File: config.mk
export PLATFORM = sky130hd
export DESIGN_NAME = tile_tl_quiesce_buffer_flat
export DESIGN_NICKNAME = d
export VERILOG_FILES = /design/src/rtl/tile_tl_quiesce_buffer_if.sv /design/src/rtl/tile_tl_quiesce_buffer.sv /design/src/flat_wrapper.sv
export SDC_FILE = /design/constraint.sdc
export NUM_CORES = 1
export LEC_CHECK = 0
export BUFFER_PORTS_ARGS = -buffer_cell sky130_fd_sc_hd__buf_2
export CAP_MARGIN = 20
export CORE_UTILIZATION = 52
export DETAILED_ROUTE_END_ITERATION = 6
export PLACE_DENSITY = 0.92
export RECOVER_POWER = 25
export SYNTH_ARGS = -nofsm -noshare
export SYNTH_HDL_FRONTEND = slang
export SYNTH_SLANG_ARGS = --single-unit
export TNS_END_PERCENT = 100
File: constraint.sdc
create_clock -name clock -period 3.2 [get_ports clock]
set_clock_uncertainty 0.05 [all_clocks]
set_input_delay 0.48 -clock clock [delete_from_list [all_inputs] [get_ports clock]]
set_output_delay 0.48 -clock clock [all_outputs]
set_load 0.01 [all_outputs]
File: src/rtl/tile_tl_quiesce_buffer_if.sv
// TileLink A/D channel bundle between the tile and the system bus.
// The slave view belongs to the quiesce buffer; master is the far side.
interface tile_tl_quiesce_buffer_if #(
  parameter int SW = 3,
  parameter int BB = 8
);
  localparam int DW = 8 * BB;

  logic          in_a_valid;
  logic          in_a_ready;
  logic [2:0]    in_a_bits_opcode;
  logic [2:0]    in_a_bits_param;
  logic [3:0]    in_a_bits_size;
  logic [SW-1:0] in_a_bits_source;
  logic [31:0]   in_a_bits_address;
  logic [BB-1:0] in_a_bits_mask;
  logic [DW-1:0] in_a_bits_data;

  logic          out_a_valid;
  logic          out_a_ready;
  logic [2:0]    out_a_bits_opcode;
  logic [2:0]    out_a_bits_param;
  logic [3:0]    out_a_bits_size;
  logic [SW-1:0] out_a_bits_source;
  logic [31:0]   out_a_bits_address;
  logic [BB-1:0] out_a_bits_mask;
  logic [DW-1:0] out_a_bits_data;

  logic          in_d_valid;
  logic          in_d_ready;
  logic [2:0]    in_d_bits_opcode;
  logic [1:0]    in_d_bits_param;
  logic [3:0]    in_d_bits_size;
  logic [SW-1:0] in_d_bits_source;
  logic [2:0]    in_d_bits_sink;
  logic          in_d_bits_denied;
  logic [DW-1:0] in_d_bits_data;
  logic          in_d_bits_corrupt;

  logic          out_d_valid;
  logic          out_d_ready;
  logic [2:0]    out_d_bits_opcode;
  logic [1:0]    out_d_bits_param;
  logic [3:0]    out_d_bits_size;
  logic [SW-1:0] out_d_bits_source;
  logic [2:0]    out_d_bits_sink;
  logic          out_d_bits_denied;
  logic [DW-1:0] out_d_bits_data;
  logic          out_d_bits_corrupt;

  modport slave (
    input  in_a_valid, in_a_bits_opcode, in_a_bits_param,
           in_a_bits_size, in_a_bits_source, in_a_bits_address,
           in_a_bits_mask, in_a_bits_data,
    output in_a_ready,
    output out_a_valid, out_a_bits_opcode, out_a_bits_param,
           out_a_bits_size, out_a_bits_source, out_a_bits_address,
           out_a_bits_mask, out_a_bits_data,
    input  out_a_ready,
    input  in_d_valid, in_d_bits_opcode, in_d_bits_param,
           in_d_bits_size, in_d_bits_source, in_d_bits_sink,
           in_d_bits_denied, in_d_bits_data, in_d_bits_corrupt,
    output in_d_ready,
    output out_d_valid, out_d_bits_opcode, out_d_bits_param,
           out_d_bits_size, out_d_bits_source, out_d_bits_sink,
           out_d_bits_denied, out_d_bits_data, out_d_bits_corrupt,
    input  out_d_ready
  );

  modport master (
    output in_a_valid, in_a_bits_opcode, in_a_bits_param,
           in_a_bits_size, in_a_bits_source, in_a_bits_address,
           in_a_bits_mask, in_a_bits_data,
    input  in_a_ready,
    input  out_a_valid, out_a_bits_opcode, out_a_bits_param,
           out_a_bits_size, out_a_bits_source, out_a_bits_address,
           out_a_bits_mask, out_a_bits_data,
    output out_a_ready,
    output in_d_valid, in_d_bits_opcode, in_d_bits_param,
           in_d_bits_size, in_d_bits_source, in_d_bits_sink,
           in_d_bits_denied, in_d_bits_data, in_d_bits_corrupt,
    input  in_d_ready,
    input  out_d_valid, out_d_bits_opcode, out_d_bits_param,
           out_d_bits_size, out_d_bits_source, out_d_bits_sink,
           out_d_bits_denied, out_d_bits_data, out_d_bits_corrupt,
    output out_d_ready
  );
endinterface

File: src/rtl/tile_tl_quiesce_buffer.sv
// Tile TileLink A/D buffer: 2-deep A queue, per-source in-flight
// tracking and a quiesce handshake that gates tile reset.
module tile_tl_quiesce_buffer #(
  parameter int SOURCES    = 8,
  parameter int BEAT_BYTES = 8
) (
  input  logic clock,
  input  logic reset,
  tile_tl_quiesce_buffer_if.slave bus,
  input  logic       quiesce_req,
  output logic       quiesced,
  output logic [3:0] outstanding,
  output logic       err_dup_source,
  output logic       err_unexpected_d
);
  localparam int SW = $clog2(SOURCES);
  localparam int DW = 8 * BEAT_BYTES;

  typedef struct packed {
    logic                  first;
    logic [2:0]            opcode;
    logic [2:0]            param;
    logic [3:0]            size;
    logic [SW-1:0]         source;
    logic [31:0]           address;
    logic [BEAT_BYTES-1:0] mask;
    logic [DW-1:0]         data;
  } a_beat_t;

  function automatic logic [3:0] len_f(
    input logic       multi,
    input logic [3:0] size
  );
    logic [15:0] b;
    b = 16'd1;
    if (multi && size > 4'd3)
      b = 16'd1 << (size - 4'd3);
    return 4'(b - 16'd1);
  endfunction

  a_beat_t ent0_q, ent0_d;
  a_beat_t ent1_q, ent1_d;
  a_beat_t in_beat;
  logic [1:0] cnt_q, cnt_d;
  logic [3:0] a_cnt_q, a_cnt_d;
  logic [3:0] d_cnt_q, d_cnt_d;
  logic [SOURCES-1:0] busy_q, busy_d;
  logic [3:0] outs_q, outs_d;
  logic quiesced_q, quiesced_d;
  logic dup_q, dup_d;
  logic unexp_q, unexp_d;

  logic a_first, gate, full, enq, deq;
  logic a_multi, d_multi, d_fire, d_first, d_last, d_rel;
  logic set_en, clr_en;
  logic [3:0] a_rem, d_rem;

  // A beat counter sits at the input so quiesce never cuts a burst
  assign a_first = (a_cnt_q == 4'd0);
  assign gate    = quiesce_req && a_first;
  assign full    = (cnt_q == 2'd2);
  assign bus.in_a_ready  = !full && !gate;
  assign bus.out_a_valid = (cnt_q != 2'd0);
  assign enq = bus.in_a_valid && bus.in_a_ready;
  assign deq = bus.out_a_valid && bus.out_a_ready;

  assign bus.out_a_bits_opcode  = ent0_q.opcode;
  assign bus.out_a_bits_param   = ent0_q.param;
  assign bus.out_a_bits_size    = ent0_q.size;
  assign bus.out_a_bits_source  = ent0_q.source;
  assign bus.out_a_bits_address = ent0_q.address;
  assign bus.out_a_bits_mask    = ent0_q.mask;
  assign bus.out_a_bits_data    = ent0_q.data;

  assign bus.out_d_valid        = bus.in_d_valid;
  assign bus.in_d_ready         = bus.out_d_ready;
  assign bus.out_d_bits_opcode  = bus.in_d_bits_opcode;
  assign bus.out_d_bits_param   = bus.in_d_bits_param;
  assign bus.out_d_bits_size    = bus.in_d_bits_size;
  assign bus.out_d_bits_source  = bus.in_d_bits_source;
  assign bus.out_d_bits_sink    = bus.in_d_bits_sink;
  assign bus.out_d_bits_denied  = bus.in_d_bits_denied;
  assign bus.out_d_bits_data    = bus.in_d_bits_data;
  assign bus.out_d_bits_corrupt = bus.in_d_bits_corrupt;

  assign quiesced         = quiesced_q;
  assign outstanding      = outs_q;
  assign err_dup_source   = dup_q;
  assign err_unexpected_d = unexp_q;

  always_comb begin
    a_multi = (bus.in_a_bits_opcode == 3'd0) ||
              (bus.in_a_bits_opcode == 3'd1);
    a_rem   = a_first ? len_f(a_multi, bus.in_a_bits_size)
                      : a_cnt_q - 4'd1;
    a_cnt_d = enq ? a_rem : a_cnt_q;

    in_beat = '{
      first:   a_first,
      opcode:  bus.in_a_bits_opcode,
      param:   bus.in_a_bits_param,
      size:    bus.in_a_bits_size,
      source:  bus.in_a_bits_source,
      address: bus.in_a_bits_address,
      mask:    bus.in_a_bits_mask,
      data:    bus.in_a_bits_data
    };

    ent0_d = ent0_q;
    ent1_d = ent1_q;
    cnt_d  = cnt_q;
    unique case ({enq, deq})
      2'b10: begin
        if (cnt_q == 2'd0) ent0_d = in_beat;
        else               ent1_d = in_beat;
        cnt_d = cnt_q + 2'd1;
      end
      2'b01: begin
        ent0_d = ent1_q;
        cnt_d  = cnt_q - 2'd1;
      end
      2'b11: begin
        if (cnt_q == 2'd1) begin
          ent0_d = in_beat;
        end else begin
          ent0_d = ent1_q;
          ent1_d = in_beat;
        end
      end
      default: ;
    endcase

    d_fire  = bus.in_d_valid && bus.out_d_ready;
    d_first = (d_cnt_q == 4'd0);
    d_rel   = (bus.in_d_bits_opcode == 3'd6);
    d_multi = (bus.in_d_bits_opcode == 3'd1) ||
              (bus.in_d_bits_opcode == 3'd5);
    d_rem   = d_first ? len_f(d_multi, bus.in_d_bits_size)
                      : d_cnt_q - 4'd1;
    d_last  = (d_rem == 4'd0);
    d_cnt_d = d_fire ? d_rem : d_cnt_q;

    // clear before set so a same-source retire+issue stays busy
    set_en = deq && ent0_q.first;
    clr_en = d_fire && d_last && !d_rel;
    busy_d = busy_q;
    if (clr_en) busy_d[bus.in_d_bits_source] = 1'b0;
    if (set_en) busy_d[ent0_q.source] = 1'b1;

    dup_d   = dup_q ||
              (set_en && busy_q[ent0_q.source]);
    unexp_d = unexp_q ||
              (d_fire && d_first && !d_rel &&
               !busy_q[bus.in_d_bits_source]);

    outs_d = '0;
    for (int i = 0; i < SOURCES; i++)
      outs_d = outs_d + 4'(busy_q[i]);

    quiesced_d = quiesce_req && (cnt_q == 2'd0) && a_first &&
                 (busy_q == '0) && d_first;
  end

  always_ff @(posedge clock or negedge reset) begin
    if (!reset) begin
      ent0_q     <= '0;
      ent1_q     <= '0;
      cnt_q      <= '0;
      a_cnt_q    <= '0;
      d_cnt_q    <= '0;
      busy_q     <= '0;
      outs_q     <= '0;
      quiesced_q <= 1'b0;
      dup_q      <= 1'b0;
      unexp_q    <= 1'b0;
    end else begin
      ent0_q     <= ent0_d;
      ent1_q     <= ent1_d;
      cnt_q      <= cnt_d;
      a_cnt_q    <= a_cnt_d;
      d_cnt_q    <= d_cnt_d;
      busy_q     <= busy_d;
      outs_q     <= outs_d;
      quiesced_q <= quiesced_d;
      dup_q      <= dup_d;
      unexp_q    <= unexp_d;
    end
  end
endmodule
File: src/flat_wrapper.sv
// flat-port wrapper written by rule: the top's interface ports become plain ports
module tile_tl_quiesce_buffer_flat 
#(
  parameter int SOURCES    = 8,
  parameter int BEAT_BYTES = 8
)
  (clock, reset, quiesce_req, quiesced, outstanding, err_dup_source, err_unexpected_d, bus_in_a_valid, bus_in_a_bits_opcode, bus_in_a_bits_param, bus_in_a_bits_size, bus_in_a_bits_source, bus_in_a_bits_address, bus_in_a_bits_mask, bus_in_a_bits_data, bus_in_a_ready, bus_out_a_valid, bus_out_a_bits_opcode, bus_out_a_bits_param, bus_out_a_bits_size, bus_out_a_bits_source, bus_out_a_bits_address, bus_out_a_bits_mask, bus_out_a_bits_data, bus_out_a_ready, bus_in_d_valid, bus_in_d_bits_opcode, bus_in_d_bits_param, bus_in_d_bits_size, bus_in_d_bits_source, bus_in_d_bits_sink, bus_in_d_bits_denied, bus_in_d_bits_data, bus_in_d_bits_corrupt, bus_in_d_ready, bus_out_d_valid, bus_out_d_bits_opcode, bus_out_d_bits_param, bus_out_d_bits_size, bus_out_d_bits_source, bus_out_d_bits_sink, bus_out_d_bits_denied, bus_out_d_bits_data, bus_out_d_bits_corrupt, bus_out_d_ready);
  tile_tl_quiesce_buffer_if bus_i ();
  input  logic clock;
  input  logic reset;
  input  logic quiesce_req;
  output logic quiesced;
  output logic [3:0] outstanding;
  output logic err_dup_source;
  output logic err_unexpected_d;
  input wire logic [$bits(bus_i.in_a_valid)-1:0] bus_in_a_valid;
  input wire logic [$bits(bus_i.in_a_bits_opcode)-1:0] bus_in_a_bits_opcode;
  input wire logic [$bits(bus_i.in_a_bits_param)-1:0] bus_in_a_bits_param;
  input wire logic [$bits(bus_i.in_a_bits_size)-1:0] bus_in_a_bits_size;
  input wire logic [$bits(bus_i.in_a_bits_source)-1:0] bus_in_a_bits_source;
  input wire logic [$bits(bus_i.in_a_bits_address)-1:0] bus_in_a_bits_address;
  input wire logic [$bits(bus_i.in_a_bits_mask)-1:0] bus_in_a_bits_mask;
  input wire logic [$bits(bus_i.in_a_bits_data)-1:0] bus_in_a_bits_data;
  output wire logic [$bits(bus_i.in_a_ready)-1:0] bus_in_a_ready;
  output wire logic [$bits(bus_i.out_a_valid)-1:0] bus_out_a_valid;
  output wire logic [$bits(bus_i.out_a_bits_opcode)-1:0] bus_out_a_bits_opcode;
  output wire logic [$bits(bus_i.out_a_bits_param)-1:0] bus_out_a_bits_param;
  output wire logic [$bits(bus_i.out_a_bits_size)-1:0] bus_out_a_bits_size;
  output wire logic [$bits(bus_i.out_a_bits_source)-1:0] bus_out_a_bits_source;
  output wire logic [$bits(bus_i.out_a_bits_address)-1:0] bus_out_a_bits_address;
  output wire logic [$bits(bus_i.out_a_bits_mask)-1:0] bus_out_a_bits_mask;
  output wire logic [$bits(bus_i.out_a_bits_data)-1:0] bus_out_a_bits_data;
  input wire logic [$bits(bus_i.out_a_ready)-1:0] bus_out_a_ready;
  input wire logic [$bits(bus_i.in_d_valid)-1:0] bus_in_d_valid;
  input wire logic [$bits(bus_i.in_d_bits_opcode)-1:0] bus_in_d_bits_opcode;
  input wire logic [$bits(bus_i.in_d_bits_param)-1:0] bus_in_d_bits_param;
  input wire logic [$bits(bus_i.in_d_bits_size)-1:0] bus_in_d_bits_size;
  input wire logic [$bits(bus_i.in_d_bits_source)-1:0] bus_in_d_bits_source;
  input wire logic [$bits(bus_i.in_d_bits_sink)-1:0] bus_in_d_bits_sink;
  input wire logic [$bits(bus_i.in_d_bits_denied)-1:0] bus_in_d_bits_denied;
  input wire logic [$bits(bus_i.in_d_bits_data)-1:0] bus_in_d_bits_data;
  input wire logic [$bits(bus_i.in_d_bits_corrupt)-1:0] bus_in_d_bits_corrupt;
  output wire logic [$bits(bus_i.in_d_ready)-1:0] bus_in_d_ready;
  output wire logic [$bits(bus_i.out_d_valid)-1:0] bus_out_d_valid;
  output wire logic [$bits(bus_i.out_d_bits_opcode)-1:0] bus_out_d_bits_opcode;
  output wire logic [$bits(bus_i.out_d_bits_param)-1:0] bus_out_d_bits_param;
  output wire logic [$bits(bus_i.out_d_bits_size)-1:0] bus_out_d_bits_size;
  output wire logic [$bits(bus_i.out_d_bits_source)-1:0] bus_out_d_bits_source;
  output wire logic [$bits(bus_i.out_d_bits_sink)-1:0] bus_out_d_bits_sink;
  output wire logic [$bits(bus_i.out_d_bits_denied)-1:0] bus_out_d_bits_denied;
  output wire logic [$bits(bus_i.out_d_bits_data)-1:0] bus_out_d_bits_data;
  output wire logic [$bits(bus_i.out_d_bits_corrupt)-1:0] bus_out_d_bits_corrupt;
  input wire logic [$bits(bus_i.out_d_ready)-1:0] bus_out_d_ready;
  assign bus_i.in_a_valid = bus_in_a_valid;
  assign bus_i.in_a_bits_opcode = bus_in_a_bits_opcode;
  assign bus_i.in_a_bits_param = bus_in_a_bits_param;
  assign bus_i.in_a_bits_size = bus_in_a_bits_size;
  assign bus_i.in_a_bits_source = bus_in_a_bits_source;
  assign bus_i.in_a_bits_address = bus_in_a_bits_address;
  assign bus_i.in_a_bits_mask = bus_in_a_bits_mask;
  assign bus_i.in_a_bits_data = bus_in_a_bits_data;
  assign bus_in_a_ready = bus_i.in_a_ready;
  assign bus_out_a_valid = bus_i.out_a_valid;
  assign bus_out_a_bits_opcode = bus_i.out_a_bits_opcode;
  assign bus_out_a_bits_param = bus_i.out_a_bits_param;
  assign bus_out_a_bits_size = bus_i.out_a_bits_size;
  assign bus_out_a_bits_source = bus_i.out_a_bits_source;
  assign bus_out_a_bits_address = bus_i.out_a_bits_address;
  assign bus_out_a_bits_mask = bus_i.out_a_bits_mask;
  assign bus_out_a_bits_data = bus_i.out_a_bits_data;
  assign bus_i.out_a_ready = bus_out_a_ready;
  assign bus_i.in_d_valid = bus_in_d_valid;
  assign bus_i.in_d_bits_opcode = bus_in_d_bits_opcode;
  assign bus_i.in_d_bits_param = bus_in_d_bits_param;
  assign bus_i.in_d_bits_size = bus_in_d_bits_size;
  assign bus_i.in_d_bits_source = bus_in_d_bits_source;
  assign bus_i.in_d_bits_sink = bus_in_d_bits_sink;
  assign bus_i.in_d_bits_denied = bus_in_d_bits_denied;
  assign bus_i.in_d_bits_data = bus_in_d_bits_data;
  assign bus_i.in_d_bits_corrupt = bus_in_d_bits_corrupt;
  assign bus_in_d_ready = bus_i.in_d_ready;
  assign bus_out_d_valid = bus_i.out_d_valid;
  assign bus_out_d_bits_opcode = bus_i.out_d_bits_opcode;
  assign bus_out_d_bits_param = bus_i.out_d_bits_param;
  assign bus_out_d_bits_size = bus_i.out_d_bits_size;
  assign bus_out_d_bits_source = bus_i.out_d_bits_source;
  assign bus_out_d_bits_sink = bus_i.out_d_bits_sink;
  assign bus_out_d_bits_denied = bus_i.out_d_bits_denied;
  assign bus_out_d_bits_data = bus_i.out_d_bits_data;
  assign bus_out_d_bits_corrupt = bus_i.out_d_bits_corrupt;
  assign bus_i.out_d_ready = bus_out_d_ready;
  tile_tl_quiesce_buffer #(.SOURCES(SOURCES), .BEAT_BYTES(BEAT_BYTES)) u_core (.clock(clock), .reset(reset), .bus(bus_i), .quiesce_req(quiesce_req), .quiesced(quiesced), .outstanding(outstanding), .err_dup_source(err_dup_source), .err_unexpected_d(err_unexpected_d));
endmodule
* Word-level counts from Yosys, hierarchy flattened
Cells that the tools add are included.
** Word-level totals
- Output and inout bits :: 209
- Bits of input ports :: 205
- Register bits :: 261
- Word-level logic and storage cells :: 123
** Cells by class
- Bitwise operators :: 3
- Add/sub/neg operators :: 15
- Shift-type cells :: 2
- Muxes and demuxes :: 21
- Equal/unequal tests :: 12
- Order comparisons :: 6
- Reductions and logical operators :: 40
** Operator list (number)
- 118-bit two-way mux :: 4
- 118-bit case mux with 3 select lines :: 1
- 118-bit case mux with 2 select lines :: 1
- 4-bit by 1-bit adder with 4-bit output :: 6
- 1-bit logical AND :: 20
- 4-bit two-way mux :: 4
- 8-bit two-way mux :: 2
- 4-bit by 1-bit subtractor with 4-bit output, second input constant :: 4
- 4-bit zero test :: 3
- 8-bit bitwise AND :: 1
- 4-bit by 2-bit greater-than comparator with 1-bit output, second input constant :: 2
- 8-bit zero test :: 1
- 3-bit by 4-bit < comparator with 1-bit output, second input constant :: 2
- 8-bit inverter :: 1
- 8-bit bitwise OR :: 1
- 1-bit by 4-bit left shift with 4-bit output, first input constant :: 2
- 4-bit by 2-bit subtractor with 4-bit output, second input constant :: 2
- 1-bit binary-select mux with 3-bit select :: 2
- 1-bit demux with 3-bit select :: 2
- 2-bit == test, second input constant :: 3
- 3-bit by 1-bit == test with 1-bit output, second input constant :: 2
- 3-bit == test, second input constant :: 2
- 3-bit by 1-bit >= comparator with 1-bit output, second input constant :: 2
- 2-bit nonzero test :: 3
- other kinds (15) :: 26

* Longest topological paths before layout
- Depth in word-level cells :: 12
- Gate-level depth with buffers :: 12
- Depth with buffers taken out :: 10

* Worst setup path before layout
OpenSTA, ideal clock, no wires.
- Path type :: input to register
- Start point :: input port bus_in_d_bits_size[0]
- End point :: register u_core.busy_q[5]
- Data arrival time :: 2.770 ns
- Slack :: 0.250 ns
- Stages on the path :: 10
- Setup time :: 0.130 ns
- Buffers on the path :: 1
- Required time :: 3.020 ns
- Path through :: ha_1 -> buf_4 -> or4bb_1 -> o21ai_1 -> a21oi_1 -> ha_1 -> or2b_1 -> mux2i_2 -> nor3b_1 -> a21oi_2
** On the way
- Longest elaborated chain between the ends :: 11
- Elaborated cells on any way between the ends :: 13
- Classes of those cells :: add/sub: 2; order compare: 1; shift: 1; mux: 4; bitwise: 1; reduce/logical: 4
** RTL lines
- start, declared :: RTL line flat_wrapper.sv:37 : input wire logic [$bits(bus_i.in_d_bits_size)-1:0] bus_in_d_bits_size;
- 4-bit by 2-bit subtractor with 4-bit output / 4-bit by 2-bit greater-than comparator with 1-bit output (equally long branches) :: RTL line tile_tl_quiesce_buffer.sv:37, tile_tl_quiesce_buffer.sv:36
- 1-bit by 4-bit left shift with 4-bit output / 1-bit logical AND (equally long branches) :: RTL line tile_tl_quiesce_buffer.sv:37, tile_tl_quiesce_buffer.sv:36
- 4-bit two-way mux (*) :: RTL line tile_tl_quiesce_buffer.sv:36 : if (multi && size > 4'd3)
- 4-bit by 1-bit subtractor with 4-bit output (*) :: RTL line tile_tl_quiesce_buffer.sv:38 : return 4'(b - 16'd1);
- 4-bit two-way mux (*) :: RTL line tile_tl_quiesce_buffer.sv:138 : d_rem = d_first ? len_f(d_multi, bus.in_d_bits_size)
- via u_core.d_rem[0] :: RTL line tile_tl_quiesce_buffer.sv:56 : logic [3:0] a_rem, d_rem;
- 4-bit zero test (*) :: RTL line tile_tl_quiesce_buffer.sv:140 : d_last = (d_rem == 4'd0);
- 1-bit logical AND (*) (2 in series) :: RTL line tile_tl_quiesce_buffer.sv:145 : clr_en = d_fire && d_last && !d_rel;
- 8-bit two-way mux (*) :: RTL line tile_tl_quiesce_buffer.sv:147 : if (clr_en) busy_d[bus.in_d_bits_source] = 1'b0;
- 8-bit bitwise OR (no line)
- 8-bit two-way mux (*) :: RTL line tile_tl_quiesce_buffer.sv:148 : if (set_en) busy_d[ent0_q.source] = 1'b1;
- via u_core.busy_d[5] :: RTL line tile_tl_quiesce_buffer.sv:47 : logic [SOURCES-1:0] busy_q, busy_d;
- end signal, assigned :: RTL line tile_tl_quiesce_buffer.sv:182 : busy_q <= busy_d;
- end, declared :: RTL line tile_tl_quiesce_buffer.sv:47
The timed path passes the listed nets; every way through them passes the cells marked *.
A chain may end at the register's enable or synchronous reset.

* Worst setup path after layout
- Start point :: register u_core.busy_q[0]
- End point :: register u_core.outs_q[1], in the netlist u_core.outstanding[1]
** On the way
- Longest elaborated chain between the ends :: 7
** RTL lines
- 1-bit by 1-bit adder with 2-bit output :: RTL line tile_tl_quiesce_buffer.sv:158 : outs_d = outs_d + 4'(busy_q[i]);
- 4-bit by 1-bit adder with 4-bit output (6 in series) :: RTL line tile_tl_quiesce_buffer.sv:158
- via u_core.outs_d[1] :: RTL line tile_tl_quiesce_buffer.sv:48 : logic [3:0] outs_q, outs_d;
- end signal, assigned :: RTL line tile_tl_quiesce_buffer.sv:183 : outs_q <= outs_d;
- end, declared :: RTL line tile_tl_quiesce_buffer.sv:48
The timed path passes the listed nets, and every way through them passes these cells.

==> out/summary.txt <==
Fin crit share = 90.7%
Total routed wirelength = 31300 um
Port buffer count = 271
Number of DRC markers in iteration 0 = 765
Post-Syn Instances = 1201
Worst Hold Launch = bus_in_a_bits_data[26]
Postcts setup bufs = 0
Hold slack final = 148 ps
Power density cells = 1020 nW/um^2
Final Max Tran Viols = 0
Worst setup EP type = flip-flop
Startpoint Class = flip-flop
CP Cell Sequence = inv_1, ha_1, inv_1, fa_1, fa_1, inv_1, fa_1, inv_1, fa_1, inv_1
Largest net degree at the start of global routing = 102
Total core area = 24400 um^2
Remaining DRCs = 0
DR vias = 9201
Mapped cell area = 13000 um^2
Worst Path Required = 3620 ps
CTS HTree Levels = 1
First-pass DRT Iterations = 5
Initial Util = 53.2%
Routed vias/inst = 5.74
FFs w/ async S/R, synth = 100%
Most frequent CP cell = inv_1
Final Total Pwr = 0.0145 W
Area delta synth->final = 9.25%
Initial antenna violation count = 0
Setup WS post-layout = 297 ps
Crit Reg-Reg Startpoint = u_core.busy_q[0]
Synth top area cells = dfrtp_1 50%, buf_4 12%, mux2_2 10%, a22oi_1 6.9%, o21ai_0 4.6%
Clock transition at path regs = 60 ps
Achievable frequency = 0.344 GHz
Vert. Die Dim = 160 um
Crit path DAT = 3320 ps
Worst path slowest cell = fa_1
Number of CTS-inserted buffers = 28
Critical Path Start = u_core.busy_q[0]
Avg Inst Size Synth = 10.8 um^2
First-pass GRT wire length = 49800 um
Ports = 414
Seq cells post-synth = 261
Routed Antenna Nets = 0
Relative slew slack = 2.59%
Sequential fraction of the synthesis area = 50.3%
Met1 Usage GRT = 28.0%
Number of global-route vias before repair = 9516
Rows = 57
Leakage = 6.56 nW
Congestion Overflow GR = 0
Routed WL per cell = 19.5 um
Final Setup Violations = 0
Setup WS pre-CTS = 159 ps
Cells after DPL = 1553
Maximum fanout along the worst path = 5
Largest stage delay, worst path = 490 ps
Dpl hpwl = 21700 um
Ys flop type = dfrtp_1
Final hold viol count = 0
Post-synth EDFFs = 0
Status = finished, final reports clean
Buffer depth of the longest clock path = 3
Antenna Cells = 0
Post-route minimum period = 2900 ps
Critical path's top delay family = adder cells
Placer congestion estimate = 0.948
CTS tree = done
Buffer and inverter count on the worst path = 5
Critical path class = reg -> reg
Die Area = 25600 um^2
Nets = 1484
Yosys top cell area share = 50.3%
RSZ-0062 raised after global routing = no
Most crowded layer after global routing = met2
M3 GR Usage = 5.17%
Worst Hold Class = in -> reg
DIE WIDTH = 160 um
Worst-Margin Slew = 1460 ps
Clock latency on the worst-skew pair = 530 ps
Yosys warns = 0
Syn_nets = 1425
Met2 global-route usage = 42.0%
Clock sinks = 261
Final setup TNS = 0 ps
Worst IR Drop VDD = 0.000553 V
Share of layout cells above drive strength 1 = 36.7%
Yosys top cell by area = dfrtp_1
Total GRT Usage = 24.1%
Final std cells w/o fill = 1602
Root Buffer Master = clkbuf_16
Yosys cell types = 57
Max-cap violations = 0
==> routing by layer <==
layer | share of wire (%) | wire (um)
met2 | 51 | 16000
met5 | 0 | 0
met4 | 5.1 | 1600
met3 | 6.9 | 2160
met1 | 37 | 11500
==> logic make-up (layout without fill, tap and decap cells) <==
family / Yosys count / in the layout / synth area share, %
xor+xnor: 9 / 9 / 0.607
fa+ha+maj: 19 / 19 / 2.06
compound gates: 287 / 287 / 14.0
buf+inv: 297 / 374 / 14.8
mux: 126 / 126 / 11.2
flops: 261 / 261 / 50.3
simple gates: 202 / 202 / 7.06
==> flip-flops by register name, summed over array words and instances, names as in the netlist, 2 cells and up <==
name                           cells
u_core.a_cnt_q                     4
u_core.bus.out_a_bits_address     32
u_core.bus.out_a_bits_data        64
u_core.bus.out_a_bits_mask         8
u_core.bus.out_a_bits_opcode       3
u_core.bus.out_a_bits_param        3
u_core.bus.out_a_bits_size         4
u_core.bus.out_a_bits_source       3
u_core.busy_q                      8
u_core.cnt_q                       2
u_core.d_cnt_q                     4
u_core.ent1_q                    118
u_core.outstanding                 4
==> synth_stat cells, drive strengths merged, types with 4 or more instances <==
| library cell | number |
|---|---|
| nor3 | 7 |
| nor2b | 5 |
| ha | 15 |
| nor4 | 6 |
| nor3b | 5 |
| inv | 24 |
| nor2 | 18 |
| clkbuf | 50 |
| dfrtp | 261 |
| a31oi | 13 |
| a21oi | 13 |
| mux2i | 4 |
| xnor2 | 7 |
| a22oi | 120 |
| nand2 | 135 |
| mux2 | 120 |
| buf | 223 |
| nand3b | 4 |
| o21ai | 128 |
| nand2b | 4 |
| fa | 4 |
==> power by group <==
part           switching, W  internal (W)  total, W  leakage (nW)
clock network       0.00128       0.00184   0.00312         0.434
registers          0.000934       0.00487   0.00580          3.20
logic               0.00302       0.00255   0.00556          2.93
total               0.00523       0.00925    0.0145          6.56
==> cell type report <==
type                            instances  area, um^2
Timing Repair Buffer                  302        1700
Multi-Input combinational cell        643        4560
Clock inverter                          9        81.3
Inverter                               24        90.1
Tap cell                              324         405
Sequential cell                       261        6530
Fill cell                            1949       10200
Clock buffer                           39         813
==> placed cells by master, fill, tap and decap left out, types with 5 or more instances in the layout <==
cell | synthesis | routed
clkbuf_8 | 0 | 5
o21ai_1 | 9 | 9
o21ai_0 | 119 | 119
xnor2_1 | 7 | 7
nor2_1 | 18 | 17
ha_1 | 15 | 15
clkbuf_1 | 48 | 18
buf_4 | 208 | 19
dfrtp_1 | 261 | 261
a22oi_1 | 119 | 119
a31oi_1 | 13 | 13
nor3b_1 | 5 | 5
a21oi_1 | 12 | 11
nor3_1 | 7 | 7
mux2_2 | 120 | 120
nand2_1 | 135 | 134
buf_2 | 14 | 258
clkbuf_16 | 0 | 29
inv_1 | 23 | 23
buf_12 | 0 | 10
nor2b_1 | 5 | 5
==> through the flow <==
stage	cell area [um^2]	utilization, %
floorplan	13000	-
global placement	13300	54.5
detailed placement	13300	54.5
CTS	14200	58.3
global route	14200	58.1
finish	14200	58.1
==> final timing paths <==
kind / end / cells after the start / slack (ps)
worst max register to register: u_core.outstanding[1] / 10 / 300
worst max-delay path: u_core.outstanding[1] / 10 / 300
worst min register to register: u_core.bus.out_a_bits_data[56] / 2 / 420
worst min-delay path: u_core.ent1_q[26] / 2 / 150
max in group asynchronous: u_core.bus.out_a_bits_address[28] / 3 / 1110
min in group asynchronous: u_core.bus.out_a_bits_data[24] / 2 / 830
==> timing repair <==
item / 4_1_cts / 5_1_grt
endpoints found under the hold margin: 58 / 0
gates resized for setup: 0 / 0
hold buffers: 1 / 0
No activity file was read; power rests on OpenSTA's default activity.
